===== config.mk =====
export PLATFORM = sky130hd
export DESIGN_NAME = prog_sequencer
export DESIGN_NICKNAME = d
export VERILOG_FILES = /design/src/rtl/prog_sequencer.sv
export SDC_FILE = /design/constraint.sdc
export NUM_CORES = 1
export LEC_CHECK = 0
export CORE_UTILIZATION = 30
export DETAILED_ROUTE_END_ITERATION = 8
export DONT_BUFFER_PORTS = 1
export HOLD_SLACK_MARGIN = 0.02
export PLACE_DENSITY_LB_ADDON = 0.25
export SLEW_MARGIN = 20
export SYNTH_ARGS = -nofsm -noshare
export SYNTH_HDL_FRONTEND = slang
export SYNTH_SLANG_ARGS = --single-unit
export TNS_END_PERCENT = 100

===== constraint.sdc =====
create_clock -name i_clk -period 2.2 [get_ports i_clk]
set_input_delay 0.33 -clock i_clk [delete_from_list [all_inputs] [get_ports i_clk]]
set_output_delay 0.33 -clock i_clk [all_outputs]
set_load 0.005 [all_outputs]

===== src/rtl/prog_sequencer.sv =====
// Run-control sequencer for a single fetch PC driving a ROM of back-to-back
// programs. It holds the PC while the bench works on data memory, releases it
// on start, detects the halt instruction, counts RUN cycles per program, stops
// runaway programs with a watchdog and gates decoder/ALU branch requests.
module prog_sequencer #(
  parameter int            NUM_PROGS  = 3,
  parameter int            W          = 16,
  parameter logic [W-1:0]  MAX_CYCLES = {W{1'b1}}
) (
  input  logic         i_clk,
  input  logic         i_reset,
  input  logic         i_start,
  input  logic         i_halt,
  input  logic         i_br_rel,
  input  logic         i_br_abs,
  input  logic         i_br_taken,
  input  logic [W-1:0] i_br_target,
  input  logic [W-1:0] i_pc,
  output logic         o_pc_stall,
  output logic         o_jump_rel,
  output logic         o_jump_abs,
  output logic [W-1:0] o_target,
  output logic         o_done,
  output logic [1:0]   o_prog_id,
  output logic [W-1:0] o_start_pc,
  output logic [W-1:0] o_cycle_count,
  output logic         o_timeout,
  output logic         o_all_done
);

  typedef enum logic [2:0] {
    ST_IDLE     = 3'd0,
    ST_RUN      = 3'd1,
    ST_DONE     = 3'd2,
    ST_FINISHED = 3'd3,
    ST_TRAP     = 3'd4
  } state_t;

  localparam logic [W-1:0] LP_CNT_MAX  = {W{1'b1}};
  localparam logic [W-1:0] LP_ONE      = {{(W-1){1'b0}}, 1'b1};
  localparam logic [W-1:0] LP_WD_LIMIT = MAX_CYCLES - LP_ONE;
  localparam logic         LP_WD_EN    = (MAX_CYCLES != {W{1'b0}});
  localparam logic [1:0]   LP_LAST_ID  = 2'(NUM_PROGS - 1);

  state_t       r_state;
  state_t       w_state_nxt;
  logic [W-1:0] r_run_cnt;
  logic [W-1:0] w_cnt_sat;
  logic [1:0]   r_prog_id;
  logic [W-1:0] r_start_pc;
  logic [W-1:0] r_cycle_count;
  logic         r_timeout;
  logic         r_all_done;
  logic         w_in_run;
  logic         w_is_last;
  logic         w_wd_hit;

  assign w_in_run  = (r_state == ST_RUN);
  assign w_is_last = (r_prog_id == LP_LAST_ID);
  // Saturating increment: the counter sticks at all-ones instead of wrapping.
  assign w_cnt_sat = (r_run_cnt == LP_CNT_MAX) ? r_run_cnt : (r_run_cnt + LP_ONE);
  assign w_wd_hit  = LP_WD_EN && (r_run_cnt == LP_WD_LIMIT);

  // Next-state logic; halt outranks the watchdog in the same RUN cycle.
  always_comb begin
    w_state_nxt = r_state;
    case (r_state)
      ST_IDLE: begin
        if (i_start) begin
          w_state_nxt = ST_RUN;
        end else begin
          w_state_nxt = ST_IDLE;
        end
      end
      ST_RUN: begin
        if (i_halt) begin
          if (w_is_last) begin
            w_state_nxt = ST_FINISHED;
          end else begin
            w_state_nxt = ST_DONE;
          end
        end else if (w_wd_hit) begin
          w_state_nxt = ST_TRAP;
        end else begin
          w_state_nxt = ST_RUN;
        end
      end
      ST_DONE: begin
        if (i_start) begin
          w_state_nxt = ST_RUN;
        end else begin
          w_state_nxt = ST_DONE;
        end
      end
      ST_FINISHED: w_state_nxt = ST_FINISHED;
      ST_TRAP:     w_state_nxt = ST_TRAP;
      default:     w_state_nxt = ST_IDLE;
    endcase
  end

  // Combinational PC controls: PC runs only in RUN, halt suppresses any jump,
  // and a relative request wins over an absolute one.
  always_comb begin
    o_pc_stall = 1'b1;
    o_jump_rel = 1'b0;
    o_jump_abs = 1'b0;
    o_target   = i_br_target;
    o_done     = (r_state == ST_DONE) || (r_state == ST_FINISHED);
    if (w_in_run) begin
      o_pc_stall = 1'b0;
      o_jump_rel = i_br_rel & i_br_taken & ~i_halt;
      o_jump_abs = i_br_abs & i_br_taken & ~i_br_rel & ~i_halt;
    end else begin
      o_pc_stall = 1'b1;
      o_jump_rel = 1'b0;
      o_jump_abs = 1'b0;
    end
  end

  // State register plus registered status: counter, program id, start PC,
  // cycle count and the sticky timeout / all-done flags.
  always_ff @(posedge i_clk) begin
    if (i_reset) begin
      r_state       <= ST_IDLE;
      r_run_cnt     <= {W{1'b0}};
      r_prog_id     <= 2'd0;
      r_start_pc    <= {W{1'b0}};
      r_cycle_count <= {W{1'b0}};
      r_timeout     <= 1'b0;
      r_all_done    <= 1'b0;
    end else begin
      r_state <= w_state_nxt;
      case (r_state)
        ST_IDLE: begin
          if (i_start) begin
            r_run_cnt <= {W{1'b0}};
          end
        end
        ST_RUN: begin
          r_run_cnt <= w_cnt_sat;
          // Counter is cleared on RUN entry, so zero marks the first RUN cycle.
          if (r_run_cnt == {W{1'b0}}) begin
            r_start_pc <= i_pc;
          end
          if (i_halt) begin
            r_cycle_count <= w_cnt_sat;
          end
          if (w_state_nxt == ST_FINISHED) begin
            r_all_done <= 1'b1;
          end
          if (w_state_nxt == ST_TRAP) begin
            r_timeout <= 1'b1;
          end
        end
        ST_DONE: begin
          if (i_start) begin
            r_prog_id <= r_prog_id + 2'd1;
            r_run_cnt <= {W{1'b0}};
          end
        end
        default: begin
          r_run_cnt <= r_run_cnt;
        end
      endcase
    end
  end

  assign o_prog_id     = r_prog_id;
  assign o_start_pc    = r_start_pc;
  assign o_cycle_count = r_cycle_count;
  assign o_timeout     = r_timeout;
  assign o_all_done    = r_all_done;

endmodule


Yosys cells after proc, flatten, opt, wreduce, memory -nomap -nowiden --
Cells that the tools add are included.
Storage, ports and cells: bits in registers 55, input port bits 39, output and inout port bits 56, word-level logic and storage cells 49
Operators by class: $add $sub $neg 2, equal/unequal tests 10, multiplexer cells 12, bitwise operators 7, reduce and logical (&&, ||, !) cells 11
Operators with widths (number):
- $eq A16 B16 Y1 const B | 2
- $mux W16 | 2
- $pmux W16 S2 | 1
- $add A16 B1 Y16 const B | 1
- $logic_not A16 Y1 | 1
- $pmux W3 S5 | 1
- $reduce_and A2 Y1 | 6
- $eq A3 B2 Y1 const B | 3
- $eq A3 B3 Y1 const B | 2
- $mux W3 | 2
- $and A1 B1 Y1 | 5
- $mux W1 | 5
- $eq A3 B1 Y1 const B | 1
- $logic_not A3 Y1 | 1
- $add A2 B1 Y2 const B | 1
- $eq A2 B2 Y1 const B | 1
- $mux W2 | 1
- $ne A2 B1 Y1 const B | 1
- $not A1 Y1 | 2
- $reduce_bool A2 Y1 | 1
- $reduce_or A2 Y1 | 1
- $logic_or A1 B1 Y1 | 1

Longest topological paths before layout --
Gate-level depths: netlist (run 1).
depth after elaboration 6, mapped depth 8, mapped depth without buffers 6

Worst setup path before layout (run 1) --
OpenSTA, ideal clock, no wires.
path type register to register, from reg r_run_cnt[1], to reg r_cycle_count[12] (netlist: o_cycle_count[12]), setup time 91 ps, arrival time 1821 ps, required time 2109 ps, slack 288 ps, cell stages (with the launch flop) 8, path buffers 2, clock period less this slack 1912 ps, cell sequence dfxtp_1 > ha_1 > clkbuf_1 > and4_1 > buf_2 > o21ai_0 > or3_1 > a311oi_1
Between the ends: cells in the longest elaborated chain, start to end 2, elaborated cells between the ends (all ways) 3, classes of those cells add/sub: 1; eq/ne: 1; mux: 1
Ends and longest elaborated chain:
- from (decl) | line 47 | logic [W-1:0] r_run_cnt;
- from (signal assigned) | line 125 | r_run_cnt <= {W{1'b0}};
- from (signal assigned) | line 136 | r_run_cnt <= {W{1'b0}};
- from (signal assigned) | line 140 | r_run_cnt <= w_cnt_sat;
- $add A16 B1 Y16 or $eq A16 B16 Y1 (tied branches) | line 61 | assign w_cnt_sat = (r_run_cnt == LP_CNT_MAX) ? r_run_cnt : (r_run_cnt + LP_ONE);
- $mux W16 (*) | line 61
- to (signal assigned) | line 128 | r_cycle_count <= {W{1'b0}};
- to (signal assigned) | line 146 | r_cycle_count <= w_cnt_sat;
- to (decl) | line 51 | logic [W-1:0] r_cycle_count;
Every way passes the cells marked *; elsewhere a longest branch is shown, timed or not. A chain may end at the register's enable or synchronous reset.

Final worst setup path (run 1) --
from reg r_run_cnt[1], to reg r_cycle_count[5] (netlist: o_cycle_count[5])
Same word-level chain as after synthesis.

==> flow_metrics.py, run 1 <==
metrics = {
    "routing": {
        "avgRoutedWirePerCell_um": 17.31,
        "top_layer": "met4",
        "wl_met3_um": 386,
        "drt_iter0_markers": 259,
        "ant_nets": 0,
        "vias": 2703,
        "route.met2.wl_um": 3728,
        "met1Wirelength_um": 3820,
        "first_pass_iters": 5,
        "via_per_inst": 5.727,
        "drc_errors": 0,
        "drt_wl_total_um": 8172,
    },
    "synth": {
        "synth_cell_types": 55,
        "synth_top_area_cell": "dfxtp_1",
        "syn_nets": 407,
        "synth-edff-count": 0,
        "syn_inst": 364,
        "synthTopCellsByArea": "dfxtp_1, o21ai_0, a21oi_1",
        "synth_seq_area_share": 0.3729,
        "ys_warn_count": 0,
        "syn_avg_cell_area_um2": 8.112,
        "async_flop_share": 0,
        "yosysTopAreaCellShare": 0.3729,
        "ys_ff_latch": 55,
        "ys.flop_type": "dfxtp_1",
        "netlist_area_mm2": 0.002953,
    },
    "clocking": {
        "htree_num_levels": 2,
        "cts-resized-gates": 0,
        "cts_tree": "built",
        "clk_pin_slew_ps": 110,
        "cts.sinks": 55,
        "cts_buffers": 5,
        "postCtsSetupBuffers": 0,
        "clk_path_buf_depth": 2,
        "clk_latency_ps": 310,
        "hold_buffers": 0,
        "cts_root_buffer": "clkbuf_8",
    },
    "finish": {
        "drive_gt1_frac": 0.1108,
        "post-route-cell-area_mm2": 0.003122,
        "diodes": 0,
        "area_growth_pct": 5.720,
        "nNetsFinal": 385,
        "fin_util": 0.3331,
    },
    "pwr": {
        "ir_drop_uv": 310.5,
        "power.density_mw_per_mm2": 597.8,
        "p_leak_nw": 0.9307,
    },
    "floorplanning": {
        "ios": 95,
        "die_h_um": 101.2,
        "core_mm2": 0.009371,
        "die_w_um": 101.2,
        "rows": 35,
        "start_util": 0.3151,
        "die_area_mm2": 0.01024,
    },
    "placement": {
        "hpwl_um": 5731,
        "globalplace.congestion": 0.8968,
        "place_area_mm2": 0.003030,
        "port_buffers": 0,
    },
    "grt": {
        "grt_pass1_vias": 2442,
        "grt_usage": 0.1600,
        "grt_max_degree": 57,
        "grt_pass1_wl_um": 12920,
        "gr-total-overflow": 0,
        "antenna_found_initial": 0,
    },
    "sta": {
        "rsz0062_at_grt": "false",
        "maxSlewHeadroom": 0.6273,
        "worstMarginPinSlew_ps": 553.9,
        "fin_worst_skew_ps": 5.071,
        "final_max_slew_viol_count": 0,
        "fin_crit_sh": 0.9201,
        "tns_ps": 0,
        "max_freq_mhz": 494.0,
        "min_period_ps": 2024,
        "finalHoldViolCount": 0,
        "setup_viol": 0,
    },
    "worst_setup_path": {
        "slowest_delay_ps": 580,
        "cp-end-kind": "flip-flop",
        "slowest_stage": "o41ai_1",
        "cpMostUsedCell": "o41ai_1",
        "path_cells": "ha_1 -> nand3_1 -> o41ai_1 -> nor2_1 -> o41ai_1",
        "crit_arrival_ps": 2240,
        "path_buf_inv": 0,
        "critPathKind": "flip-flop to flip-flop",
        "critPathMaxFanout": 7,
        "worstPathRequired_ps": 2420,
        "r2r_setup_slack_ps": 180,
        "cp_top_family": "compound AO/OA/AOI/OAI gates",
        "critPathLaunchType": "flip-flop",
    },
    "run": {
        "maxCapViolations": 0,
    },
    "status": {
        "status": "finished, final reports clean",
    },
    "min_path": {
        "hold_class": "input pin to flip-flop",
    },
}
## worst register-to-register path, delay by kind of cell, from the launching register on
kind            cells  cell delay, ps
simple gates        2             280
compound gates      2             910
flops               1             470
fa+ha+maj           1             280
## final timing paths
kind	from	to	cells past startpoint
setup / recovery	r_run_cnt[1]	o_cycle_count[5]	5
hold / removal	i_reset	r_state[0]	1
setup reg to reg	r_run_cnt[1]	o_cycle_count[5]	5
hold reg to reg	o_cycle_count[7]	o_cycle_count[7]	2
## layout by cell type (no fill, tap or decap), drive strengths merged, types with 2 or more instances in the layout
cell type   n
a211o       2
a211oi      4
a21o        2
a21oi      29
a2bb2oi     3
a311oi      9
a31oi      10
a41oi       3
and2        2
and3        5
and4        2
buf        23
clkbuf      5
dfxtp      55
ha          4
inv        12
nand2      15
nand2b      5
nand3      27
nand3b      5
nand4       3
nor2       19
nor3       11
nor3b       5
nor4        7
o2111ai     2
o211ai      3
o21a        3
o21ai      31
o31ai       5
o41ai       4
or3         8
or4         3
## power breakdown
part           internal [mW]  leakage, nW  switching (mW)
sequential              1.04        0.446          0.0346
combinational         0.0786        0.436           0.115
clock                  0.232       0.0489           0.370
total                   1.35        0.931           0.520
## per-stage QoR
stage	worst slack (ps)	hold slack, ps	total power, mW	std cells
6_report	175.9	76.92	1.866	472
3_5_place_dp	218.1	407.9	1.289	464
4_1_cts	192.0	60.54	1.887	472
3_3_place_gp	264.2	403.7	1.287	464
2_1_floorplan	288.2	448.2	1.252	364
5_1_grt	21.52	51.35	1.951	472
## cells in the mapped netlist (2+ instances only)
library cell and number:
or4_1 3, a211oi_1 4, buf_2 8, nand2b_1 5, o211ai_1 3, nand3b_1 5, or3_1 8, and3_1 4
clkbuf_2 2, a211o_1 2, dfxtp_1 55, inv_1 10, nor2_1 19, a31oi_1 10, nand3_1 25, ha_1 4
a21o_1 2, o21a_1 3, a2bb2oi_1 3, o41ai_1 4, nor4_1 6, o2111ai_1 2, and2_1 2, o31ai_1 5
o21ai_0 31, a311oi_1 9, nand2_1 15, clkbuf_1 25, and4_1 2, a41oi_1 3, nor3b_1 5, nor3_1 11
nand4_1 3, buf_4 17, a21oi_1 29
## kinds of logic after synthesis
group / synth area share
simple gates: 0.2360
compound gates: 0.2665
buf+inv: 0.1047
flops: 0.3729
fa+ha+maj: 0.01695
xor+xnor: 0.002967
## flip-flops by register name (all words and copies together), names as in the netlist
name	count
r_run_cnt	16
o_prog_id	2
o_all_done	1
r_state	3
o_cycle_count	16
o_timeout	1
o_start_pc	16
## cell type report
cell class	instances	area [µm²]
tap	129	161.4
fill	1033	6250
multi-input combinational	247	1558
clock inverter	3	22.52
clock buffer	5	68.82
timing repair buffer	23	172.7
inverter	10	37.54
sequential	55	1101
## per-layer routing
metal / vias up / GRT usage
met5: - / 0
met4: 0 / 0.06800
met1: 1290 / 0.2269
li1: 1309 / -
met3: 22 / 0.02553
met2: 82 / 0.2397
Power figures use the tool's default switching activity.
==> run 2, diff against run 1 <==
--- a/config.mk
+++ b/config.mk
@@ -5,11 +5,13 @@
 export SDC_FILE = /design/constraint.sdc
 export NUM_CORES = 1
 export LEC_CHECK = 0
+export CORE_ASPECT_RATIO = 1.5
 export CORE_UTILIZATION = 30
 export DETAILED_ROUTE_END_ITERATION = 8
 export DONT_BUFFER_PORTS = 1
 export HOLD_SLACK_MARGIN = 0.02
 export PLACE_DENSITY_LB_ADDON = 0.25
+export SETUP_SLACK_MARGIN = 0.1
 export SLEW_MARGIN = 20
 export SYNTH_ARGS = -nofsm -noshare
 export SYNTH_HDL_FRONTEND = slang
==> run 2 against run 1 <==
Via count is 0.78% lower. Largest cell class unchanged. Register-to-register slack gained 70 ps. Setup slack improved by 73 ps. Die area about the same. Wire length is 3.1% higher. Largest power group unchanged. Combinational power about the same. Maximum frequency is 3.7% higher. Clock power is 41% higher. Hold slack improved by 27 ps. Cell count fell by 3.0%. Sequential cell count did not move. Sequential power barely moved.
==> flow_metrics.py, run 2 (synthesized netlist as in run 1, its figures left out) <==
metrics = {
    "min_path": {
        "hold_class": "input pin to flip-flop",
    },
    "sta": {
        "worstMarginPinSlew_ps": 541.5,
        "setup_viol": 0,
        "maxSlewHeadroom": 0.6390,
        "min_period_ps": 1951,
        "fin_crit_sh": 0.8869,
        "rsz0062_at_grt": "false",
        "hold_ws_ps": 103.7,
        "max_freq_mhz": 512.5,
        "fin_worst_skew_ps": 8.546,
        "final_max_slew_viol_count": 0,
        "setup_slack_ps": 248.9,
        "finalHoldViolCount": 0,
        "tns_ps": 0,
    },
    "routing": {
        "first_pass_iters": 5,
        "drt_iter0_markers": 148,
        "ant_nets": 0,
        "avgRoutedWirePerCell_um": 18.39,
        "drc_errors": 0,
        "vias": 2682,
        "via_per_inst": 5.856,
        "drt_wl_total_um": 8422,
    },
    "worst_setup_path": {
        "slowest_stage": "or4_4",
        "crit_path_start": "r_run_cnt[6]",
        "crit_arrival_ps": 2160,
        "worstSetupEndpoint": "o_cycle_count[15]",
        "critPathMaxFanout": 8,
        "slowest_delay_ps": 600,
        "critPathLaunchType": "flip-flop",
        "path_cells": "nand3_2 -> or4_4 -> or3_1 -> a311oi_1",
        "r2r-end": "o_cycle_count[15]",
        "worstPathRequired_ps": 2410,
        "cp-end-kind": "flip-flop",
        "reg2reg_from": "r_run_cnt[6]",
        "rr_worst_depth": 4,
        "r2r_setup_slack_ps": 250,
        "critPathKind": "flip-flop to flip-flop",
    },
    "pwr": {
        "p_leak_nw": 0.9611,
        "power.density_mw_per_mm2": 661.3,
        "fin_total_pwr_mw": 2.108,
        "ir_drop_uv": 407.7,
    },
    "clocking": {
        "postCtsSetupBuffers": 0,
        "htree_num_levels": 2,
        "cts_tree": "built",
        "cts_root_buffer": "clkbuf_16",
        "clk_pin_slew_ps": 70,
        "cts.sinks": 55,
        "hold_buffers": 0,
        "clk_path_buf_depth": 2,
        "cts_buffers": 5,
        "clk_latency_ps": 300,
    },
    "finish": {
        "drive_gt1_frac": 0.1195,
        "post-route-cell-area_mm2": 0.003188,
        "diodes": 0,
        "area_growth_pct": 7.966,
        "nNetsFinal": 385,
        "final_cell_mix": "dfxtp_1, o21ai_0, a21oi_1, nand3_1, buf_4",
        "fin_cells": 458,
        "fin_util": 0.3309,
        "final_common_cell": "dfxtp_1",
    },
    "floorplanning": {
        "die_h_um": 123.5,
        "die_w_um": 83.01,
        "ios": 95,
        "start_util": 0.3065,
        "rows": 44,
        "core_mm2": 0.009634,
        "die_area_mm2": 0.01025,
    },
    "grt": {
        "grt_max_degree": 57,
        "grt_pass1_wl_um": 13770,
        "grt_pass1_vias": 2598,
        "antenna_found_initial": 0,
        "gr-total-overflow": 0,
        "grt_usage": 0.1679,
    },
    "placement": {
        "hpwl_um": 5971,
        "place_area_mm2": 0.003013,
        "port_buffers": 0,
        "globalplace.congestion": 0.8787,
        "place_ws_ps": 186.4,
        "dp.cells": 450,
    },
    "run": {
        "maxCapViolations": 0,
    },
    "status": {
        "status": "finished, final reports clean",
    },
}
==> run 2: changes by cell type in the layout (fill, tap and decap cells not counted), sizes merged <==
cell / change
clkinv: -1
inv: -2
clkbuf: +3
==> run 2: critical path: cells and delay by family (launching register included) <==
kind | cells | cell delay, ps
and+or+nand+nor | 3 | 1150
DFF | 1 | 460
AOI/OAI and AO/OA | 1 | 250
==> run 2: layer usage <==
layer | part of all wire | routed length, µm | vias to the layer above | GRT usage
met1 | 0.41 | 3418 | 1295 | 0.1882
met3 | 0.047 | 396 | 22 | 0.03805
met5 | 0 | 0 | - | 0
li1 | - | - | 1295 | -
met2 | 0.52 | 4380 | 70 | 0.2971
met4 | 0.027 | 227 | 0 | 0.08836
==> run 2: repair_timing <==
action / CTS / global route
gates resized for setup: 0 / 5
endpoints found under the hold margin: 0 / 0
setup endpoints to repair: 0 / 22
==> run 2: worst min-delay path by stage <==
stage,start,to,slack (ps),depth (start not counted)
after floorplan,o_cycle_count[4],o_cycle_count[4],450,2
after detailed placement,i_reset,r_run_cnt[0],410,1
after global placement,i_reset,o_all_done,410,1
final,i_reset,o_all_done,100,1
after global routing,i_reset,o_all_done,90,1
after CTS,i_reset,o_all_done,90,1
==> run 2: power breakdown <==
group          switching, mW  internal [mW]  total (mW)
logic                  0.113         0.0791       0.192
registers             0.0343           1.04        1.07
clock network          0.360          0.486       0.846
==> run 2: cell type report <==
class,count,area [µm²]
clock buffer,8,156.4
tap,115,143.9
sequential,55,1101
fill,1016,6446
inverter,10,37.54
multi-input combinational,247,1577
timing repair buffer,23,172.7
